**src/rtl/uart_pkg.sv**
```systemverilog
// Shared types and helpers for the extended UART receiver.
// Holds the FSM state encoding, parity mode codes and small combinational helpers.
package uart_pkg;

  typedef enum logic [2:0] {
    IDLE      = 3'd0,
    START     = 3'd1,
    DATA      = 3'd2,
    PARITY    = 3'd3,
    STOP      = 3'd4,
    DONE      = 3'd5,
    WAIT_IDLE = 3'd6
  } state_t;

  localparam int PARITY_NONE = 0;
  localparam int PARITY_ODD  = 1;
  localparam int PARITY_EVEN = 2;

  function automatic int clog2(input int value);
    int r;
    r = 0;
    for (int i = 0; i < 31; i++) begin
      if ((32'sd1 << i) < value) r = i + 1;
    end
    return r;
  endfunction

  function automatic logic maj3(input logic a, input logic b, input logic c);
    return (a & b) | (a & c) | (b & c);
  endfunction

  // px is the XOR of the data bits and the received parity bit
  function automatic logic parity_err(input int mode, input logic px);
    case (mode)
      PARITY_ODD:  return ~px;
      PARITY_EVEN: return px;
      default:     return 1'b0;
    endcase
  endfunction

endpackage

```
**src/rtl/sync_2ff.sv**
```systemverilog
// Two-flop synchroniser for a single asynchronous input.
// Resets to 1 so an idle-high line does not look active out of reset.
module sync_2ff (
  input  logic i_clock,
  input  logic i_reset_n,
  input  logic i_async,
  output logic o_sync
);

  logic r_meta;
  logic r_sync;

  // metastability filter: two back-to-back flops
  always_ff @(posedge i_clock) begin
    if (!i_reset_n) begin
      r_meta <= 1'b1;
      r_sync <= 1'b1;
    end else begin
      r_meta <= i_async;
      r_sync <= r_meta;
    end
  end

  assign o_sync = r_sync;

endmodule

```
**src/rtl/uart_rx_ext.sv**
```systemverilog
// Configurable UART receiver: majority-voted sampling, parity/framing checks and
// break detection. One o_rx_dv pulse per frame; data and flags hold until the next.
module uart_rx_ext
  import uart_pkg::*;
#(
  parameter int CLKS_PER_BIT = 217,
  parameter int DATA_BITS    = 8,
  parameter int PARITY_MODE  = 0,
  parameter int STOP_BITS    = 1
) (
  input  logic                 i_clock,
  input  logic                 i_reset_n,
  input  logic                 i_rx_uart,
  output logic                 o_rx_dv,
  output logic [DATA_BITS-1:0] o_rx_byte,
  output logic                 o_parity_err,
  output logic                 o_frame_err,
  output logic                 o_break,
  output logic                 o_busy
);

  localparam int CW  = clog2(CLKS_PER_BIT);
  localparam int MID = CLKS_PER_BIT / 2;

  localparam logic [CW-1:0] C_MIDM1 = CW'(MID - 1);
  localparam logic [CW-1:0] C_MID   = CW'(MID);
  localparam logic [CW-1:0] C_MIDP1 = CW'(MID + 1);
  localparam logic [CW-1:0] C_MIDP2 = CW'(MID + 2);
  localparam logic [CW-1:0] C_LAST  = CW'(CLKS_PER_BIT - 1);
  localparam logic [3:0]    C_LAST_DATA = 4'(DATA_BITS - 1);
  localparam logic [3:0]    C_LAST_STOP = 4'(STOP_BITS - 1);

  logic w_rx_s;
  state_t r_state, w_state_nxt;
  logic [CW-1:0] r_cnt, w_cnt_nxt;
  logic [3:0] r_bit_idx, w_idx_nxt;
  logic r_s0, r_s1;
  logic [DATA_BITS-1:0] r_shadow;
  logic r_par_bit;
  logic r_stop_err;
  logic r_rx_dv, r_parity_err, r_frame_err, r_break, r_busy;
  logic [DATA_BITS-1:0] r_rx_byte;

  logic w_vote, w_at_vote, w_end, w_commit, w_break, w_px;

  sync_2ff u_sync (
    .i_clock  (i_clock),
    .i_reset_n(i_reset_n),
    .i_async  (i_rx_uart),
    .o_sync   (w_rx_s)
  );

  assign w_vote    = maj3(r_s0, r_s1, w_rx_s);
  assign w_at_vote = (r_cnt == C_MIDP1);
  assign w_end     = (r_cnt == C_LAST);
  assign w_commit  = (w_state_nxt == DONE);
  assign w_px      = (^r_shadow) ^ r_par_bit;
  assign w_break   = r_stop_err & ~(|r_shadow) &
                     ((PARITY_MODE == PARITY_NONE) | ~r_par_bit);

  // next-state, bit counter and cycle counter
  always_comb begin
    w_state_nxt = r_state;
    w_cnt_nxt   = r_cnt + CW'(1);
    w_idx_nxt   = r_bit_idx;
    case (r_state)
      IDLE: begin
        w_cnt_nxt = '0;
        w_idx_nxt = 4'd0;
        if (!w_rx_s) w_state_nxt = START;
        else         w_state_nxt = IDLE;
      end
      START: begin
        if (w_at_vote && w_vote) begin
          w_state_nxt = IDLE;
          w_cnt_nxt   = '0;
        end else if (w_end) begin
          w_state_nxt = DATA;
          w_cnt_nxt   = '0;
        end else begin
          w_state_nxt = START;
        end
      end
      DATA: begin
        if (w_end) begin
          w_cnt_nxt = '0;
          if (r_bit_idx == C_LAST_DATA) begin
            w_idx_nxt   = 4'd0;
            w_state_nxt = (PARITY_MODE == PARITY_NONE) ? STOP : PARITY;
          end else begin
            w_idx_nxt = r_bit_idx + 4'd1;
          end
        end else begin
          w_state_nxt = DATA;
        end
      end
      PARITY: begin
        if (w_end) begin
          w_state_nxt = STOP;
          w_cnt_nxt   = '0;
        end else begin
          w_state_nxt = PARITY;
        end
      end
      STOP: begin
        // last stop bit commits early so a new start bit can follow immediately
        if ((r_bit_idx == C_LAST_STOP) && (r_cnt == C_MIDP2)) begin
          w_state_nxt = DONE;
          w_cnt_nxt   = '0;
          w_idx_nxt   = 4'd0;
        end else if (w_end) begin
          w_cnt_nxt = '0;
          w_idx_nxt = r_bit_idx + 4'd1;
        end else begin
          w_state_nxt = STOP;
        end
      end
      DONE: begin
        w_cnt_nxt   = '0;
        w_state_nxt = r_break ? WAIT_IDLE : IDLE;
      end
      WAIT_IDLE: begin
        w_cnt_nxt = '0;
        if (w_rx_s) w_state_nxt = IDLE;
        else        w_state_nxt = WAIT_IDLE;
      end
      default: begin
        w_state_nxt = IDLE;
        w_cnt_nxt   = '0;
        w_idx_nxt   = 4'd0;
      end
    endcase
  end

  // state, sampling, shadow capture and registered outputs
  always_ff @(posedge i_clock) begin
    if (!i_reset_n) begin
      r_state      <= IDLE;
      r_cnt        <= '0;
      r_bit_idx    <= 4'd0;
      r_s0         <= 1'b1;
      r_s1         <= 1'b1;
      r_shadow     <= '0;
      r_par_bit    <= 1'b0;
      r_stop_err   <= 1'b0;
      r_rx_dv      <= 1'b0;
      r_rx_byte    <= '0;
      r_parity_err <= 1'b0;
      r_frame_err  <= 1'b0;
      r_break      <= 1'b0;
      r_busy       <= 1'b0;
    end else begin
      r_state   <= w_state_nxt;
      r_cnt     <= w_cnt_nxt;
      r_bit_idx <= w_idx_nxt;
      r_busy    <= (w_state_nxt != IDLE);
      r_rx_dv   <= w_commit;
      if (r_cnt == C_MIDM1) r_s0 <= w_rx_s;
      if (r_cnt == C_MID)   r_s1 <= w_rx_s;
      if (r_state == START) begin
        r_stop_err <= 1'b0;
      end else if (w_at_vote && (r_state == DATA)) begin
        // shifting in from the top leaves the first wire bit at the LSB
        r_shadow <= {w_vote, r_shadow[DATA_BITS-1:1]};
      end else if (w_at_vote && (r_state == PARITY)) begin
        r_par_bit <= w_vote;
      end else if (w_at_vote && (r_state == STOP) && !w_vote) begin
        r_stop_err <= 1'b1;
      end
      if (w_commit) begin
        r_rx_byte    <= r_shadow;
        r_parity_err <= parity_err(PARITY_MODE, w_px);
        r_frame_err  <= r_stop_err;
        r_break      <= w_break;
      end
    end
  end

  assign o_rx_dv      = r_rx_dv;
  assign o_rx_byte    = r_rx_byte;
  assign o_parity_err = r_parity_err;
  assign o_frame_err  = r_frame_err;
  assign o_break      = r_break;
  assign o_busy       = r_busy;

endmodule
```
**config.mk**
```make
export PLATFORM = sky130hd
export DESIGN_NAME = uart_rx_ext
export DESIGN_NICKNAME = d
export VERILOG_FILES = /design/src/rtl/uart_pkg.sv /design/src/rtl/sync_2ff.sv /design/src/rtl/uart_rx_ext.sv
export SDC_FILE = /design/constraint.sdc
export NUM_CORES = 1
export LEC_CHECK = 0
export CAP_MARGIN = 5
export CORE_MARGIN = 8
export CORE_UTILIZATION = 25
export DETAILED_ROUTE_END_ITERATION = 6
export HOLD_SLACK_MARGIN = 0.15
export PLACE_DENSITY = 0.45
export SYNTH_ARGS = -nofsm -noshare
export SYNTH_HDL_FRONTEND = slang
export SYNTH_SLANG_ARGS = --single-unit
```
**constraint.sdc**
```tcl
create_clock -name i_clock -period 1.8 [get_ports i_clock]
set_input_delay 0.18 -clock i_clock [delete_from_list [all_inputs] [get_ports i_clock]]
set_output_delay 0.18 -clock i_clock [all_outputs]
set_load 0.005 [all_outputs]
```
# Word-level counts from Yosys, hierarchy flattened
# Index checks and enable logic that the tools add are counted.
# word_totals
inputBits	3
register_bits	40
output_inout_bits	13
word_cells	80
# classes
n_reduce_logical	17
addsub	2
bitwise_logic	12
n_mux	20
eq_ne	15
# op_table
op	count
== test 8 x 7 -> 1 bit, second input constant	4
two-way mux 8 bit	3
one-hot mux 8 bit (3 select lines)	1
two-way mux 3 bit	7
one-hot mux 3 bit (7 select lines)	1
two-way mux 4 bit	4
== test 3 bit, second input constant	4
one-hot mux 4 bit (3 select lines)	1
adder 8 x 1 -> 8 bit, second input constant	1
== test 8 bit, second input constant	1
OR reduction 8 bit	1
== test 3 x 2 -> 1 bit, second input constant	2
logical AND 1 bit	6
inverter 1 bit	6
AND reduction 3 bit	2
adder 4 x 1 -> 4 bit, second input constant	1
AND 1 bit	4
== test 4 x 3 -> 1 bit, second input constant	1
logical NOT 4 bit	1
two-way mux 2 bit	2
OR reduction 2 bit	2
OR reduction 4 bit	1
== test 3 x 1 -> 1 bit, second input constant	1
logical NOT 3 bit	1
7 further kinds	8

# Longest topological paths before layout
# depth
ltp_word	7
ltp_mapped	8
ltp_nobuf	7

# Modules after synthesis
# From an unflattened synthesis, not the netlist that was laid out.
# hier_totals
hier_cells	206
hier_area_um2	1898.1
# modules_own_cells
module	area_per_inst_um2	cells_each	n_inst	seq_area_each_um2
uart_rx_ext	1845.5	202	1	760.7
sync_2ff	52.6	4	1	40.0

# Worst setup path before layout
# No wires, ideal clock.
# synth_timing
path_kind	flip-flop to flip-flop
start	register r_cnt[0]
end	register r_bit_idx[3]
slack_ns	-0.059
t_arrival_ns	1.739
period_less_slack_ns	1.859
n_path_buf	0
required_time_ns	1.680
path_stages_with_launch	8
setup_ns	0.120
cell_sequence	dfxtp_1 > inv_1 > ha_1 > and4bb_2 > a311o_2 > o211ai_2 > nor4_1 > o31a_1
# synth_via
elab_chain_cells	4
word_cells_on_any_way	8
classes_between	4 x eq/ne; 2 x mux; 2 x reduce/logical
# synth_rtl
item	line_no	source
start, declared	uart_rx_ext.sv:35	logic [CW-1:0] r_cnt, w_cnt_nxt;
start signal, assigned	uart_rx_ext.sv:154	r_cnt <= w_cnt_nxt;
== test 8 x 7 -> 1 bit	uart_rx_ext.sv:107	if ((r_bit_idx == C_LAST_STOP) && (r_cnt == C_MIDP2)) begin
logical AND 1 bit	uart_rx_ext.sv:107	
inequality test 3 bit (no source line) or two-way mux 4 bit (tied branches)	n/a	
AND reduction 3 bit (no source line) or one-hot mux 4 bit (3 select lines) (tied branches)	n/a	
end signal, assigned	uart_rx_ext.sv:155	r_bit_idx <= w_idx_nxt;
end, declared	uart_rx_ext.sv:36	logic [3:0] r_bit_idx, w_idx_nxt;
# Parallel ways exist; a longest one is shown, timed or not.
# A chain may end at the register's enable or synchronous reset.

# Worst setup path in the final report
# layout_timing
start	register r_cnt[0]
end	register r_bit_idx[1]
# Same word-level chain as after synthesis.

==> qor.json <==
{
  "power.total_w": 0.00173,
  "antennaDiodeCount": 0,
  "irDropWorstVdd_mv": 0.295,
  "max_clock_freq_mhz": 545,
  "dr_vias_cell": 4.42,
  "grt_antenna_before_repair": 0,
  "totalWireLength_mm": 4.38,
  "worst_hold_path.num_cells": 1,
  "grt_max_degree": 18,
  "reg2reg_slack_ps": -30,
  "synth.lib_cells_used.distinct": 48,
  "netSwitchingFraction": 0.223,
  "async_reset_ff_frac": 0,
  "finish.net_count": 267,
  "final_max_slew_viols": 0,
  "initial_standard_cell_utilization_of_the_core": 0.256,
  "power.static_leakage_nw": 1.00,
  "coreArea_um2": 7650,
  "hpwlAfterDp_mm": 3.27,
  "clock_sinks": 40,
  "worst_clock_skew_ps": 7.06,
  "critical_path.max_stage_delay_ps": 530,
  "cp_slowest_cell": "or4b_1",
  "cts.htree.levels": 2,
  "rsz0062_at_grt": "yes",
  "critPathTopFamily": "simple AND/OR/NAND/NOR gates",
  "grt_pass1_vias": 1570,
  "synth_warnings": 0,
  "fillerInstances": 788,
  "ys_ff_latch": 40,
  "sequentialPowerShare": 0.515,
  "whs_endpoint": "u_sync.o_sync",
  "hold_path.startpoint": "u_sync.r_meta",
  "clock_tree_from_tritoncts": "yes",
  "ctsRootBufferMaster": "clkbuf_8",
  "port_buffers": 14,
  "detailedRoute.firstPassIterationCount": 4,
  "netSwitchingPower_w": 0.000385,
  "path_class": "reg -> reg",
  "cp_data_required_time_ps": 2030,
  "num_vias": 1596,
  "synth.net_count": 219,
  "fp.dieArea_um2": 10900,
  "synth-seq-area-share": 0.409,
  "path_cells": "inv_4 -> ha_4 -> and4bb_2 -> a311o_2 -> o211ai_2 -> or4b_1 -> a21boi_1",
  "syn_area_per_cell_um2": 9.32,
  "p_clk_frac": 0.444,
  "areaGrowthSynthToFinish_pct": 36.7,
  "post_route_cell_area_um2": 2680,
  "critPathCaptureType": "flip-flop",
  "floorplan.io_pins": 16,
  "hold_viol": 0,
  "r2r-end": "r_bit_idx[1]",
  "fp.dieW_um": 105,
  "drt_drc_violations_left": 0,
  "clkLatencyLatePin_ps": 300,
  "timing.critical_path.from_type": "flip-flop",
  "path_max_fanout": 3,
  "netlist_area_um2": 1960,
  "outcome": "finished, violations left",
  "synth-edff-count": 0,
  "fraction_of_final_layout_cells_with_drive_strength_greater_than_1": 0.290,
  "combinationalPowerShare": 0.041,
  "row_count": 32,
  "internal-power_w": 0.00134,
  "global_route.usage.total": 0.0836,
  "worst_ep_arrival_time_ps": 2060,
  "synth-main-ff-cell": "dfxtp_1",
  "critical_path.reg2reg.startpoint": "r_cnt[0]",
  "failed_checks": "negative setup slack",
  "gp_routability_congestion": 0.748,
  "cts_made_buffers": 5,
  "final_critical_path_required_period_ps": 1830,
  "timing.final.ws_setup_ps": -35.0,
  "grt_remaining_overflow": 0,
  "fp.dieH_um": 105,
  "setup-violations-final": 2,
  "drv.max_cap_violation_count": 0,
  "grt_first_pass_wirelength_mm": 7.51,
  "cells_on_worst_reg2reg_path": 7,
  "total_power_per_unit_cell_area_nw_per_um2": 646,
  "final_min_period_over_clock_period": 1.02,
  "ctsLongestPathBuffers": 2,
  "holdBufCountCts": 0,
  "post_dp_cell_area_um2": 2430,
  "detailed_route_wire_length_per_cell_um": 12.1,
  "syn-instance-count": 210,
  "crit_buf_inv": 1,
  "drt-initial-drc-count": 49,
  "min-delay-path-class": "reg -> reg",
  "ant_nets": 0,
  "clk_pin_slew_ps": 90
}
area by class of cell:
cell class | count | area [µm²] | area share
Tap cell | 102 | 128 | 0.0477
Inverter | 9 | 38.8 | 0.0145
Timing Repair Buffer | 51 | 442 | 0.165
Multi-Input combinational cell | 151 | 1140 | 0.427
Clock inverter | 3 | 46.3 | 0.0173
Sequential cell | 40 | 810 | 0.302
Clock buffer | 5 | 68.8 | 0.0257
cell usage after synthesis, types with 3 or more instances:
| library cell | n | area [µm²] |
|---|---|---|
| dfxtp_1 | 40 | 801 |
| mux2i_1 | 19 | 190 |
| nor2b_1 | 19 | 119 |
| nor2_1 | 18 | 67.6 |
| nand2_1 | 14 | 52.6 |
| inv_1 | 9 | 33.8 |
| a21oi_1 | 6 | 30.0 |
| ha_1 | 6 | 75.1 |
| nand3_1 | 6 | 30.0 |
| o21ai_0 | 6 | 30.0 |
| xnor2_1 | 5 | 43.8 |
| and2_1 | 4 | 25.0 |
| buf_2 | 4 | 20.0 |
| xor2_1 | 4 | 35.0 |
| and3_1 | 3 | 18.8 |
| buf_4 | 3 | 22.5 |
| clkbuf_1 | 3 | 11.3 |
| nand4_1 | 3 | 18.8 |
| nor3b_1 | 3 | 22.5 |
state kept, by name (all words and copies together) (netlist names):
register,flops
u_sync.o_sync,1
u_sync.r_meta,1
o_frame_err,1
o_rx_byte,8
r_cnt,8
o_break,1
o_rx_dv,1
r_bit_idx,4
r_s0,1
r_state,3
o_busy,1
r_stop_err,1
r_s1,1
r_shadow,8
per-stage QoR:
stage / instances / setup TNS [ps] / util / worst slack (ps) / hold WS (ps)
2_1_floorplan: 210 / 0 / - / 50.3 / 281
6_report: 361 / -66.9 / 0.350 / -35.0 / 415
3_5_place_dp: 348 / -62.6 / 0.317 / -62.6 / 393
4_1_cts: 357 / -27.7 / 0.334 / -27.7 / 413
3_3_place_gp: 348 / 0 / 0.317 / 1.87 / 390
5_1_grt: 361 / -575 / 0.350 / -117 / 425
power groups by stage:
| stage | sequential (W) | clock [W] | combinational [W] |
|---|---|---|---|
| final | 0.000890 | 0.000767 | 0.0000711 |
| after global routing | 0.000891 | 0.000826 | 0.0000785 |
| after CTS | 0.000891 | 0.000796 | 0.0000670 |
| after detailed placement | 0.000912 | 0 | 0.0000666 |
| after global placement | 0.000912 | 0 | 0.0000669 |
| after floorplan | 0.000912 | 0 | 0.0000380 |
layout by cell type (no fill, tap or decap), drive strengths merged, types with 2 or more instances in the layout:
master / n
ha: 6
clkdlybuf4s50: 14
nor2: 18
inv: 10
nor4: 2
nand3b: 2
a21boi: 2
nand3: 6
o2111ai: 2
and4bb: 2
mux2i: 19
nor3b: 3
a311oi: 2
clkbuf: 5
nand4b: 2
nand2b: 2
and2: 4
buf: 37
nor3: 2
and3: 3
o21ai: 6
dfxtp: 40
nand4: 3
nor2b: 19
a21oi: 6
xor2: 4
o31a: 2
xnor2: 5
nand2: 14
o211ai: 3
per-layer routing:
metal	routed length, µm	vias up	share of wire	track usage
met4	66	0	0.015	0.0393
met5	0	-	0	0
met3	137	4	0.031	0.0229
met2	1990	19	0.45	0.130
li1	-	826	-	-
met1	2190	747	0.50	0.104
how the worst max path moves through the flow:
| stage | from | endpoint | slack [ps] | cells after the start |
|---|---|---|---|---|
| final | r_cnt[0] | r_bit_idx[1] | -30 | 7 |
| after global routing | r_cnt[1] | r_bit_idx[1] | -120 | 7 |
| after CTS | r_cnt[0] | r_bit_idx[1] | -30 | 7 |
| after detailed placement | r_cnt[0] | r_bit_idx[1] | -60 | 7 |
| after floorplan | r_cnt[0] | r_bit_idx[3] | 50 | 7 |
| after global placement | r_cnt[0] | r_bit_idx[1] | 2 | 7 |
timing repair:
item                       CTS  global route
pin swaps                    5            15
setup endpoints to repair    2            23
gates resized for setup      4            26
buffers inserted             1             4
worst reg2reg max path, stage by stage (launching register included):
cell and delay (ps):
dfxtp_2 340, inv_4 70, ha_4 130, and4bb_2 260
a311o_2 180, o211ai_2 100, or4b_1 530, a21boi_1 160
kinds of logic (layout without fill, tap and decap cells):
logic type / after synthesis / count (layout) / synth area share
simple gates: 88 / 88 / 0.258
flops: 40 / 40 / 0.409
compound gates: 27 / 27 / 0.105
mux: 19 / 19 / 0.0971
buf+inv: 19 / 68 / 0.0447
xor+xnor: 9 / 9 / 0.0403
fa+ha+maj: 7 / 7 / 0.0434
other cells: 1 / 1 / 0.00192
(Power assumes the default switching activity.)
